--- config.mk ---
export PLATFORM = sky130hd
export DESIGN_NAME = servo_pulse_decoder_flat
export DESIGN_NICKNAME = d
export VERILOG_FILES = /design/src/rtl/servo_pkg.sv /design/src/rtl/servo_pulse_decoder_if.sv /design/src/rtl/servo_glitch_filter.sv /design/src/rtl/servo_pulse_decoder.sv /design/src/flat_wrapper.sv
export SDC_FILE = /design/constraint.sdc
export NUM_CORES = 1
export LEC_CHECK = 0
export ABC_AREA = 1
export BUFFER_PORTS_ARGS = -buffer_cell sky130_fd_sc_hd__buf_2
export CORE_ASPECT_RATIO = 1.1
export CORE_MARGIN = 8
export CORE_UTILIZATION = 35
export DETAILED_ROUTE_END_ITERATION = 6
export PLACE_DENSITY_LB_ADDON = 0.08
export SKIP_LAST_GASP = 1
export SYNTH_ARGS = -nofsm -noshare
export SYNTH_HDL_FRONTEND = slang
export SYNTH_HIERARCHICAL = 1
export SYNTH_SLANG_ARGS = --single-unit
--- constraint.sdc ---
create_clock -name i_Clk -period 4.9 [get_ports i_Clk]
set_clock_uncertainty 0.15 [all_clocks]
set_input_delay 0.49 -clock i_Clk [delete_from_list [all_inputs] [get_ports i_Clk]]
set_output_delay 0.49 -clock i_Clk [all_outputs]
set_load 0.01 [all_outputs]
--- src/rtl/servo_pkg.sv ---
// Shared servo timing constants and decoder FSM state type.
package servo_pkg;

  localparam int unsigned CLK_HZ     = 25_000_000;
  localparam int unsigned CYC_PER_US = CLK_HZ / 1_000_000;
  localparam int unsigned CYC_PER_MS = CYC_PER_US * 1000;

  localparam int unsigned DEF_MIN_PULSE  = CYC_PER_MS / 2;        // 0.5 ms
  localparam int unsigned DEF_MAX_PULSE  = (CYC_PER_MS * 5) / 2;  // 2.5 ms
  localparam int unsigned DEF_POS_MIN    = CYC_PER_MS;            // 1.0 ms
  localparam int unsigned DEF_POS_SPAN   = CYC_PER_MS;            // 1.0 ms full scale
  localparam int unsigned DEF_TIMEOUT    = CYC_PER_MS * 25;       // 25 ms
  localparam int unsigned DEF_FILTER_LEN = 8;

  localparam int unsigned WIDTH_W = 16;  // reported width / position
  localparam int unsigned CNT_W   = 17;  // width counter, room for MAX+1
  localparam int unsigned TO_W    = 20;  // loss-of-signal counter

  typedef enum logic [1:0] {
    IDLE,
    HIGH,
    LOW,
    STUCK
  } servo_state_e;

endpackage

--- src/rtl/servo_pulse_decoder_if.sv ---
// Result bundle of the servo pulse decoder.
interface servo_pulse_decoder_if;
  import servo_pkg::*;

  logic [WIDTH_W-1:0] o_Width;
  logic [WIDTH_W-1:0] o_Position;
  logic               o_Valid;
  logic               o_Error;
  logic               o_Lost;

  modport master (
    output o_Width,
    output o_Position,
    output o_Valid,
    output o_Error,
    output o_Lost
  );

  modport slave (
    input o_Width,
    input o_Position,
    input o_Valid,
    input o_Error,
    input o_Lost
  );
endinterface

--- src/rtl/servo_glitch_filter.sv ---
// Level-stability filter: output follows input only after FILTER_LEN
// consecutive cycles at the new value. Resets high like the sync chain.
module servo_glitch_filter
  import servo_pkg::*;
#(
  parameter int unsigned FILTER_LEN = DEF_FILTER_LEN
) (
  input  logic i_Clk,
  input  logic i_Rst_L,
  input  logic i_Level,
  output logic o_Level
);

  localparam int unsigned CW = $clog2(FILTER_LEN + 1);

  logic [CW-1:0] stable_cnt;

  // Count cycles the input disagrees with the output; commit on the Nth.
  always_ff @(posedge i_Clk or negedge i_Rst_L) begin
    if (!i_Rst_L) begin
      o_Level    <= 1'b1;
      stable_cnt <= '0;
    end else if (i_Level == o_Level) begin
      stable_cnt <= '0;
    end else if (stable_cnt == CW'(FILTER_LEN - 1)) begin
      o_Level    <= i_Level;
      stable_cnt <= '0;
    end else begin
      stable_cnt <= stable_cnt + CW'(1);
    end
  end

endmodule

--- src/rtl/servo_pulse_decoder.sv ---
// Servo PWM pulse-width decoder: measures high time, clamps a position,
// flags out-of-range pulses and detects loss of signal.
// Optional glitch filter enabled by defining SERVO_DEC_GLITCH_FILTER_EN.
module servo_pulse_decoder
  import servo_pkg::*;
#(
  parameter int unsigned MIN_PULSE  = DEF_MIN_PULSE,
  parameter int unsigned MAX_PULSE  = DEF_MAX_PULSE,
  parameter int unsigned POS_MIN    = DEF_POS_MIN,
  parameter int unsigned POS_SPAN   = DEF_POS_SPAN,
  parameter int unsigned TIMEOUT    = DEF_TIMEOUT,
  parameter int unsigned FILTER_LEN = DEF_FILTER_LEN
) (
  input  logic                   i_Clk,
  input  logic                   i_Rst_L,
  input  logic                   i_Servo,
  servo_pulse_decoder_if.master  bus
);

  logic sync_1, sync_2;
  logic level, level_q;
  logic rise, fall;

  servo_state_e       state, state_nxt;
  logic [CNT_W-1:0]   width_cnt, width_cnt_nxt;
  logic [TO_W-1:0]    to_cnt, to_cnt_nxt;
  logic [WIDTH_W-1:0] width_q, width_nxt;
  logic [WIDTH_W-1:0] pos_q, pos_nxt;
  logic               valid_q, valid_nxt;
  logic               error_q, error_nxt;
  logic               lost_q, lost_nxt;
  logic signed [CNT_W-1:0] pos_diff;

  // Two-flop synchronizer, reset high so an idle-high line gives no edge.
  always_ff @(posedge i_Clk or negedge i_Rst_L) begin
    if (!i_Rst_L) begin
      sync_1 <= 1'b1;
      sync_2 <= 1'b1;
    end else begin
      sync_1 <= i_Servo;
      sync_2 <= sync_1;
    end
  end

`ifdef SERVO_DEC_GLITCH_FILTER_EN
  servo_glitch_filter #(
    .FILTER_LEN (FILTER_LEN)
  ) u_filter (
    .i_Clk   (i_Clk),
    .i_Rst_L (i_Rst_L),
    .i_Level (sync_2),
    .o_Level (level)
  );
`else
  logic unused_filter_len;
  assign unused_filter_len = ^FILTER_LEN;
  assign level             = sync_2;
`endif

  // Edge-detect register.
  always_ff @(posedge i_Clk or negedge i_Rst_L) begin
    if (!i_Rst_L) level_q <= 1'b1;
    else          level_q <= level;
  end

  assign rise = level & ~level_q;
  assign fall = ~level & level_q;

  // State and result registers.
  always_ff @(posedge i_Clk or negedge i_Rst_L) begin
    if (!i_Rst_L) begin
      state     <= IDLE;
      width_cnt <= '0;
      to_cnt    <= '0;
      width_q   <= '0;
      pos_q     <= '0;
      valid_q   <= 1'b0;
      error_q   <= 1'b0;
      lost_q    <= 1'b1;
    end else begin
      state     <= state_nxt;
      width_cnt <= width_cnt_nxt;
      to_cnt    <= to_cnt_nxt;
      width_q   <= width_nxt;
      pos_q     <= pos_nxt;
      valid_q   <= valid_nxt;
      error_q   <= error_nxt;
      lost_q    <= lost_nxt;
    end
  end

  // Next-state, measurement and timeout logic.
  always_comb begin
    state_nxt     = state;
    width_cnt_nxt = width_cnt;
    to_cnt_nxt    = to_cnt;
    width_nxt     = width_q;
    pos_nxt       = pos_q;
    valid_nxt     = 1'b0;
    error_nxt     = 1'b0;
    lost_nxt      = lost_q;
    pos_diff      = $signed(width_cnt) - $signed(CNT_W'(POS_MIN));

    if (rise)                             to_cnt_nxt = '0;
    else if (to_cnt < TO_W'(TIMEOUT))     to_cnt_nxt = to_cnt + TO_W'(1);

    case (state)
      IDLE, LOW: begin
        if (rise) begin
          width_cnt_nxt = CNT_W'(1);
          state_nxt     = HIGH;
        end
      end
      HIGH: begin
        if (fall) begin
          state_nxt = LOW;
          if (width_cnt >= CNT_W'(MIN_PULSE) && width_cnt <= CNT_W'(MAX_PULSE)) begin
            width_nxt = WIDTH_W'(width_cnt);
            if (pos_diff < 0)
              pos_nxt = '0;
            else if (pos_diff > $signed(CNT_W'(POS_SPAN)))
              pos_nxt = WIDTH_W'(POS_SPAN);
            else
              pos_nxt = WIDTH_W'(pos_diff);
            valid_nxt = 1'b1;
            lost_nxt  = 1'b0;
          end else begin
            error_nxt = 1'b1;
          end
        end else begin
          width_cnt_nxt = width_cnt + CNT_W'(1);
          if (width_cnt == CNT_W'(MAX_PULSE)) begin
            error_nxt = 1'b1;
            state_nxt = STUCK;
          end
        end
      end
      STUCK: begin
        if (fall) state_nxt = LOW;
      end
      default: state_nxt = IDLE;
    endcase

    // Loss of signal; an edge in the same cycle takes priority.
    if (!rise && !fall && to_cnt_nxt == TO_W'(TIMEOUT)) begin
      state_nxt = IDLE;
      lost_nxt  = 1'b1;
    end
  end

  assign bus.o_Width    = width_q;
  assign bus.o_Position = pos_q;
  assign bus.o_Valid    = valid_q;
  assign bus.o_Error    = error_q;
  assign bus.o_Lost     = lost_q;

endmodule

--- src/flat_wrapper.sv ---
// flat-port wrapper written by rule: the top's interface ports become plain ports
module servo_pulse_decoder_flat import servo_pkg::*;
#(
  parameter int unsigned MIN_PULSE  = DEF_MIN_PULSE,
  parameter int unsigned MAX_PULSE  = DEF_MAX_PULSE,
  parameter int unsigned POS_MIN    = DEF_POS_MIN,
  parameter int unsigned POS_SPAN   = DEF_POS_SPAN,
  parameter int unsigned TIMEOUT    = DEF_TIMEOUT,
  parameter int unsigned FILTER_LEN = DEF_FILTER_LEN
)
  (i_Clk, i_Rst_L, i_Servo, bus_o_Width, bus_o_Position, bus_o_Valid, bus_o_Error, bus_o_Lost);
  servo_pulse_decoder_if bus_i ();
  input  logic i_Clk;
  input  logic i_Rst_L;
  input  logic i_Servo;
  output wire logic [$bits(bus_i.o_Width)-1:0] bus_o_Width;
  output wire logic [$bits(bus_i.o_Position)-1:0] bus_o_Position;
  output wire logic [$bits(bus_i.o_Valid)-1:0] bus_o_Valid;
  output wire logic [$bits(bus_i.o_Error)-1:0] bus_o_Error;
  output wire logic [$bits(bus_i.o_Lost)-1:0] bus_o_Lost;
  assign bus_o_Width = bus_i.o_Width;
  assign bus_o_Position = bus_i.o_Position;
  assign bus_o_Valid = bus_i.o_Valid;
  assign bus_o_Error = bus_i.o_Error;
  assign bus_o_Lost = bus_i.o_Lost;
  servo_pulse_decoder #(.MIN_PULSE(MIN_PULSE), .MAX_PULSE(MAX_PULSE), .POS_MIN(POS_MIN), .POS_SPAN(POS_SPAN), .TIMEOUT(TIMEOUT), .FILTER_LEN(FILTER_LEN)) u_core (.i_Clk(i_Clk), .i_Rst_L(i_Rst_L), .i_Servo(i_Servo), .bus(bus_i));
endmodule
==> impl_metrics.py, run 1 <==
metrics = {
    "critical_path": {
        "worstPathRequired_ns": 5.01,
        "critPathLaunchType": "flop",
        "critical_path_class": "flop to flop",
        "crit_path_max_fanout": 49,
        "endpoint_kind": "flop",
        "r2r_start": "u_core/width_cnt[4]",
        "worstPathArrival_ns": 3.06,
        "critPathLaunch": "u_core/width_cnt[4]",
    },
    "clock_tree": {
        "clockRootBuffer": "clkbuf_16",
        "clockBufferDepth": 2,
        "post_cts_buffers": 0,
        "htreeDepth": 3,
        "postCtsHoldBufs": 0,
        "cts_buffers": 9,
        "post_cts_resized": 0,
        "clkTransAtPathRegs_ns": 0.06,
        "cts_sinks": 77,
        "clk_latency_ns": 0.34,
        "cts_tree": "built",
    },
    "route": {
        "ant_nets": 0,
        "drc": 0,
        "detail_route.wl_per_cell_microns": 14.4,
        "wirelength_mm": 11.8,
        "drt_iter0_drc": 363,
        "num_vias": 3975,
        "drtPass1Iterations": 4,
        "vias_per_cell": 4.88,
    },
    "placement": {
        "hpwl_mm": 8.60,
        "place_congestion": 0.849,
        "port_buffers": 37,
    },
    "cells_and_area": {
        "drive_above_1_share_pct": 14.3,
        "syn_to_final_growth_pct": 13.5,
        "final_common_cell": "nand2_1",
        "num_antenna_cells": 0,
        "fill_cells": 1316,
        "mostFrequentLayoutCells": "nand2_1, dfrtp_1, inv_1",
        "nNetsFinal": 665,
    },
    "synthesis": {
        "postSynthAreaPerCell_sq_um": 7.34,
        "synth-edff-count": 0,
        "netlist_area_sq_um": 4550,
        "ys_ff_latch": 77,
        "syn_nets": 633,
        "synth_cell_types": 38,
        "synth_seq_area_share_pct": 42.4,
        "synthCells": 620,
        "synthFlopType": "dfrtp_1",
        "yosysWarningCount": 6,
        "synth-async-reset-ratio_pct": 100,
    },
    "grt": {
        "grt_usage_pct": 14.5,
        "overflow": 0,
        "grt_max_degree": 78,
        "antenna_found_initial": 0,
        "grt_pass1_vias": 3776,
        "grt_pass1_wl_mm": 20.0,
    },
    "sta": {
        "max_freq_mhz": 339,
        "hold_viol": 0,
        "drv_slew": 0,
        "finalCriticalPeriod_ns": 2.95,
        "final-setup-viol-count": 0,
        "rsz0062_at_grt": "no",
        "tns_ns": 0,
        "worstMarginPinSlew_ns": 1.03,
        "holdWs_ns": 0.102,
        "period_share_pct": 60.2,
        "relSlewSlack_pct": 31.4,
    },
    "die": {
        "die_w_microns": 125,
        "io_pins": 38,
        "die_area_sq_um": 16900,
        "start_util_pct": 36.0,
        "rows": 43,
        "die_y_microns": 136,
        "core_sq_um": 12600,
    },
    "power_and_ir_drop": {
        "p_leak_uw": 0.00275,
        "p_per_area_nw_per_um2": 329,
        "vdd_drop_max_v": 0.000152,
    },
    "run": {
        "max_cap_viol_count": 0,
    },
    "status": {
        "outcome": "complete, no violations",
    },
    "min_path": {
        "min-delay-start": "i_Servo",
        "hp-class": "input port to flop",
    },
}
## cell type report
cell class | count | area (sq um) | area share [%]
multi-input combinational | 443 | 2190 | 42.4
sequential | 77 | 1930 | 37.4
clock inverter | 6 | 111 | 2.15
clock buffer | 10 | 229 | 4.43
tap | 157 | 196 | 3.80
timing repair buffer | 37 | 188 | 3.63
inverter | 84 | 320 | 6.20
## worst max-delay path, stage by stage, from the launching register on
cell,delay [ns]
dfrtp_1,0.44
inv_1,0.20
ha_1,0.21
inv_1,0.04
nand2_1,0.08
nand3_1,0.10
nor2_1,0.13
nor3_1,0.06
o21ai_2,0.18
nand4_4,0.53
nor2_4,0.50
nand2_1,0.08
o21ai_0,0.15
## metrics by stage
step / total power [uW] / std cells / area (sq um) / util, % / setup slack, ns
finish: 1700 / 814 / 5170 / 40.9 / 1.95
global placement: 939 / 798 / 4830 / 38.2 / 2.00
CTS: 1720 / 814 / 5170 / 40.9 / 1.89
global route: 1790 / 814 / 5170 / 40.9 / 1.61
detailed placement: 941 / 798 / 4830 / 38.2 / 1.91
floorplan: 872 / 620 / 4550 / - / 2.73
## path summary, 6_finish.rpt
check                                      endpoint  slack (ns)  cells after the start
hold / removal                        u_core/sync_1        0.10                      1
hold reg to reg                        u_core/level        0.21                      0
setup / recovery           u_core/bus.o_Position[1]        1.95                     12
setup reg to reg           u_core/bus.o_Position[1]        1.95                     12
max in group asynchronous         u_core/to_cnt[13]        3.75                      1
min in group asynchronous         u_core/to_cnt[12]        0.13                      1
## Yosys cell counts, types with 9 or more instances
library cell	instances	area [sq um]
dfrtp_1	73	1830
o21ai_0	27	135
a21oi_1	16	80.1
ha_1	10	125
nor2_1	58	218
nand3_1	51	255
xor2_1	9	78.8
nor3_1	11	55.1
nand2_2	9	56.3
inv_2	9	33.8
nand4_1	18	113
inv_1	72	270
nand2_1	193	724
## flip-flops by register name (all words and copies together) (netlist names)
register	cells
u_core/bus.o_Valid	1
u_core/to_cnt	20
u_core/bus.o_Width	16
u_core/bus.o_Lost	1
u_core/level	1
u_core/level_q	1
u_core/bus.o_Position	16
u_core/sync_1	1
u_core/width_cnt	17
u_core/bus.o_Error	1
u_core/state	2
## per-layer routing
layer / global-route usage (%) / vias to the layer above / routed length, microns
met1: 21.0 / 1846 / 6130
met3: 2.86 / 12 / 561
li1: - / 2045 / -
met5: 0 / - / 0
met2: 20.3 / 72 / 4880
met4: 6.43 / 0 / 183
## report_power, final
part	total [uW]	internal (uW)	switching, uW
logic	203	66.6	136
clock network	768	498	270
registers	727	670	56.5
total	1700	1230	463
## cells by family after synthesis
group           Yosys count  synth area share, %
xor+xnor                  9                 1.73
fa+ha+maj                10                 2.75
compound gates           56                 6.65
buf+inv                 100                 9.43
simple gates            368                 37.0
flops                    77                 42.4
No activity file was read; power rests on OpenSTA's default activity.
==> inputs of run 2 (changes only) <==
==> constraint.sdc (replaced) <==
create_clock -name i_Clk -period 2.5 [get_ports i_Clk]
set_clock_uncertainty 0.15 [all_clocks]
set_input_delay 0.25 -clock i_Clk [delete_from_list [all_inputs] [get_ports i_Clk]]
set_output_delay 0.25 -clock i_Clk [all_outputs]
set_load 0.01 [all_outputs]
==> impl_metrics.py, run 2 (same netlist as run 1, synthesis figures left out) <==
metrics = {
    "power_and_ir_drop": {
        "vdd_drop_max_v": 0.000325,
        "p_leak_uw": 0.00290,
        "p_per_area_nw_per_um2": 590,
    },
    "min_path": {
        "hold_end": "u_core/level",
        "whs_path_depth": 0,
        "min-delay-start": "u_core/sync_1",
        "hp-class": "flop to flop",
    },
    "route": {
        "drc": 0,
        "drtPass1Iterations": 5,
        "num_vias": 4167,
        "ant_nets": 0,
        "vias_per_cell": 4.93,
        "drt_iter0_drc": 414,
        "detail_route.wl_per_cell_microns": 14.7,
        "wirelength_mm": 12.4,
    },
    "sta": {
        "final-setup-viol-count": 0,
        "worstMarginPinSlew_ns": 0.507,
        "max_freq_mhz": 421,
        "finalCriticalPeriod_ns": 2.38,
        "relSlewSlack_pct": 65.9,
        "drv_slew": 0,
        "period_share_pct": 95.1,
        "hold_viol": 0,
    },
    "placement": {
        "hpwl_mm": 9.42,
        "placed_area_sq_um": 5050,
        "place_congestion": 0.864,
        "port_buffers": 37,
        "post-place-cells": 825,
    },
    "clock_tree": {
        "cts_buffers": 9,
        "clockRootBuffer": "clkbuf_16",
        "clockBufferDepth": 2,
        "cts_sinks": 77,
        "clk_latency_ns": 0.35,
        "clkTransAtPathRegs_ns": 0.06,
        "cts_tree": "built",
        "htreeDepth": 3,
    },
    "critical_path": {
        "critical_path_class": "flop to flop",
        "crit_path_max_fanout": 10,
        "r2r_start": "u_core/level",
        "worstPathArrival_ns": 2.46,
        "worstPathRequired_ns": 2.59,
        "critPathLaunchType": "flop",
        "reg2reg_to": "u_core/width_cnt[14]",
        "reg2regPathDepth": 13,
        "reg2reg_slack_ns": 0.12,
        "endpoint_kind": "flop",
    },
    "cells_and_area": {
        "largest_reg_flops": 20,
        "syn_to_final_growth_pct": 18.9,
        "final_common_cell": "nand2_1",
        "seq_area_sq_um": 1930,
        "regMostFlops": "u_core/to_cnt",
        "num_antenna_cells": 0,
        "fin_area_sq_um": 5410,
        "fill_cells": 1337,
        "top_regs": "u_core/to_cnt (20), u_core/width_cnt (17)",
        "drive_above_1_share_pct": 18.3,
        "finalNonFillerCells": 845,
        "nNetsFinal": 696,
        "mostFrequentLayoutCells": "nand2_1, inv_1, dfrtp_1",
        "multi_input_area_sq_um": 2210,
    },
    "grt": {
        "overflow": 0,
        "grt_max_degree": 51,
        "grt_pass1_vias": 3963,
        "grt_usage_pct": 15.2,
        "antenna_found_initial": 0,
        "grt_pass1_wl_mm": 20.8,
    },
    "die": {
        "core_sq_um": 12600,
        "die_y_microns": 136,
        "die_w_microns": 125,
        "die_area_sq_um": 16900,
        "io_pins": 38,
        "start_util_pct": 36.0,
        "rows": 43,
    },
    "status": {
        "outcome": "complete, no violations",
    },
    "run": {
        "max_cap_viol_count": 0,
    },
}
==> run 2: final cells by class <==
type	instances	share of cell area [%]
clock buffers	13	5.18
clock inverters	3	0.324
inverters	84	5.92
multi-input cells	443	40.8
flip-flops and latches	77	35.7
well taps	157	3.63
repair buffers	68	8.40
==> run 2: through the flow <==
stage               setup TNS (ns)  total power [uW]  setup slack [ns]  util [%]  hold slack (ns)
global route               -0.0141              3360           -0.0141      42.8            0.209
floorplan                        0              1710             0.330         -           -0.196
global placement                 0              1890            0.0175      40.0           0.0615
CTS                              0              3230           0.00255      42.5            0.208
detailed placement               0              1900            0.0130      40.0           0.0651
finish                           0              3190             0.122      42.8            0.207
==> run 2: how the worst max path moves through the flow <==
stage	start	cells after the start	endpoint	slack (ns)
after floorplan	u_core/width_cnt[3]	19	u_core/bus.o_Position[13]	0.33
after global placement	u_core/level	13	u_core/width_cnt[14]	0.02
after detailed placement	u_core/level	13	u_core/width_cnt[14]	0.01
after CTS	u_core/level	13	u_core/width_cnt[14]	0.003
after global routing	u_core/level	13	u_core/width_cnt[14]	-0.01
final	u_core/level	13	u_core/width_cnt[14]	0.12
==> run 2: where the power goes <==
part | total, uW | internal [uW] | switching, uW
Sequential | 1390 | 1310 | 75.7
Combinational | 497 | 181 | 316
Clock | 1300 | 778 | 527
Total | 3190 | 2270 | 918
==> run 2: layer usage <==
metal | up-vias | routed length, microns | global-route usage [%]
li1 | 2102 | - | -
met1 | 1960 | 6540 | 21.8
met2 | 97 | 5190 | 21.6
met3 | 8 | 612 | 4.23
met4 | 0 | 107 | 4.49
met5 | - | 0 | 0
==> run 2: repair_timing <==
action                                  CTS  global route
hold buffers                              2             0
hold endpoints to repair                 25             0
endpoints found under the setup margin    0            20
setup buffers                             0             2
resized for setup                         0             5
==> run 2: critical path, cell delays in order (launching register included) <==
cell	delay (ns)
dfstp_2	0.56
ha_4	0.17
inv_2	0.05
nor2_4	0.21
inv_4	0.12
nand2_8	0.12
inv_4	0.05
nor2_4	0.13
nand2_1	0.08
nor2_2	0.10
nand2_1	0.09
nor2_2	0.14
a21oi_1	0.08
a311oi_1	0.21
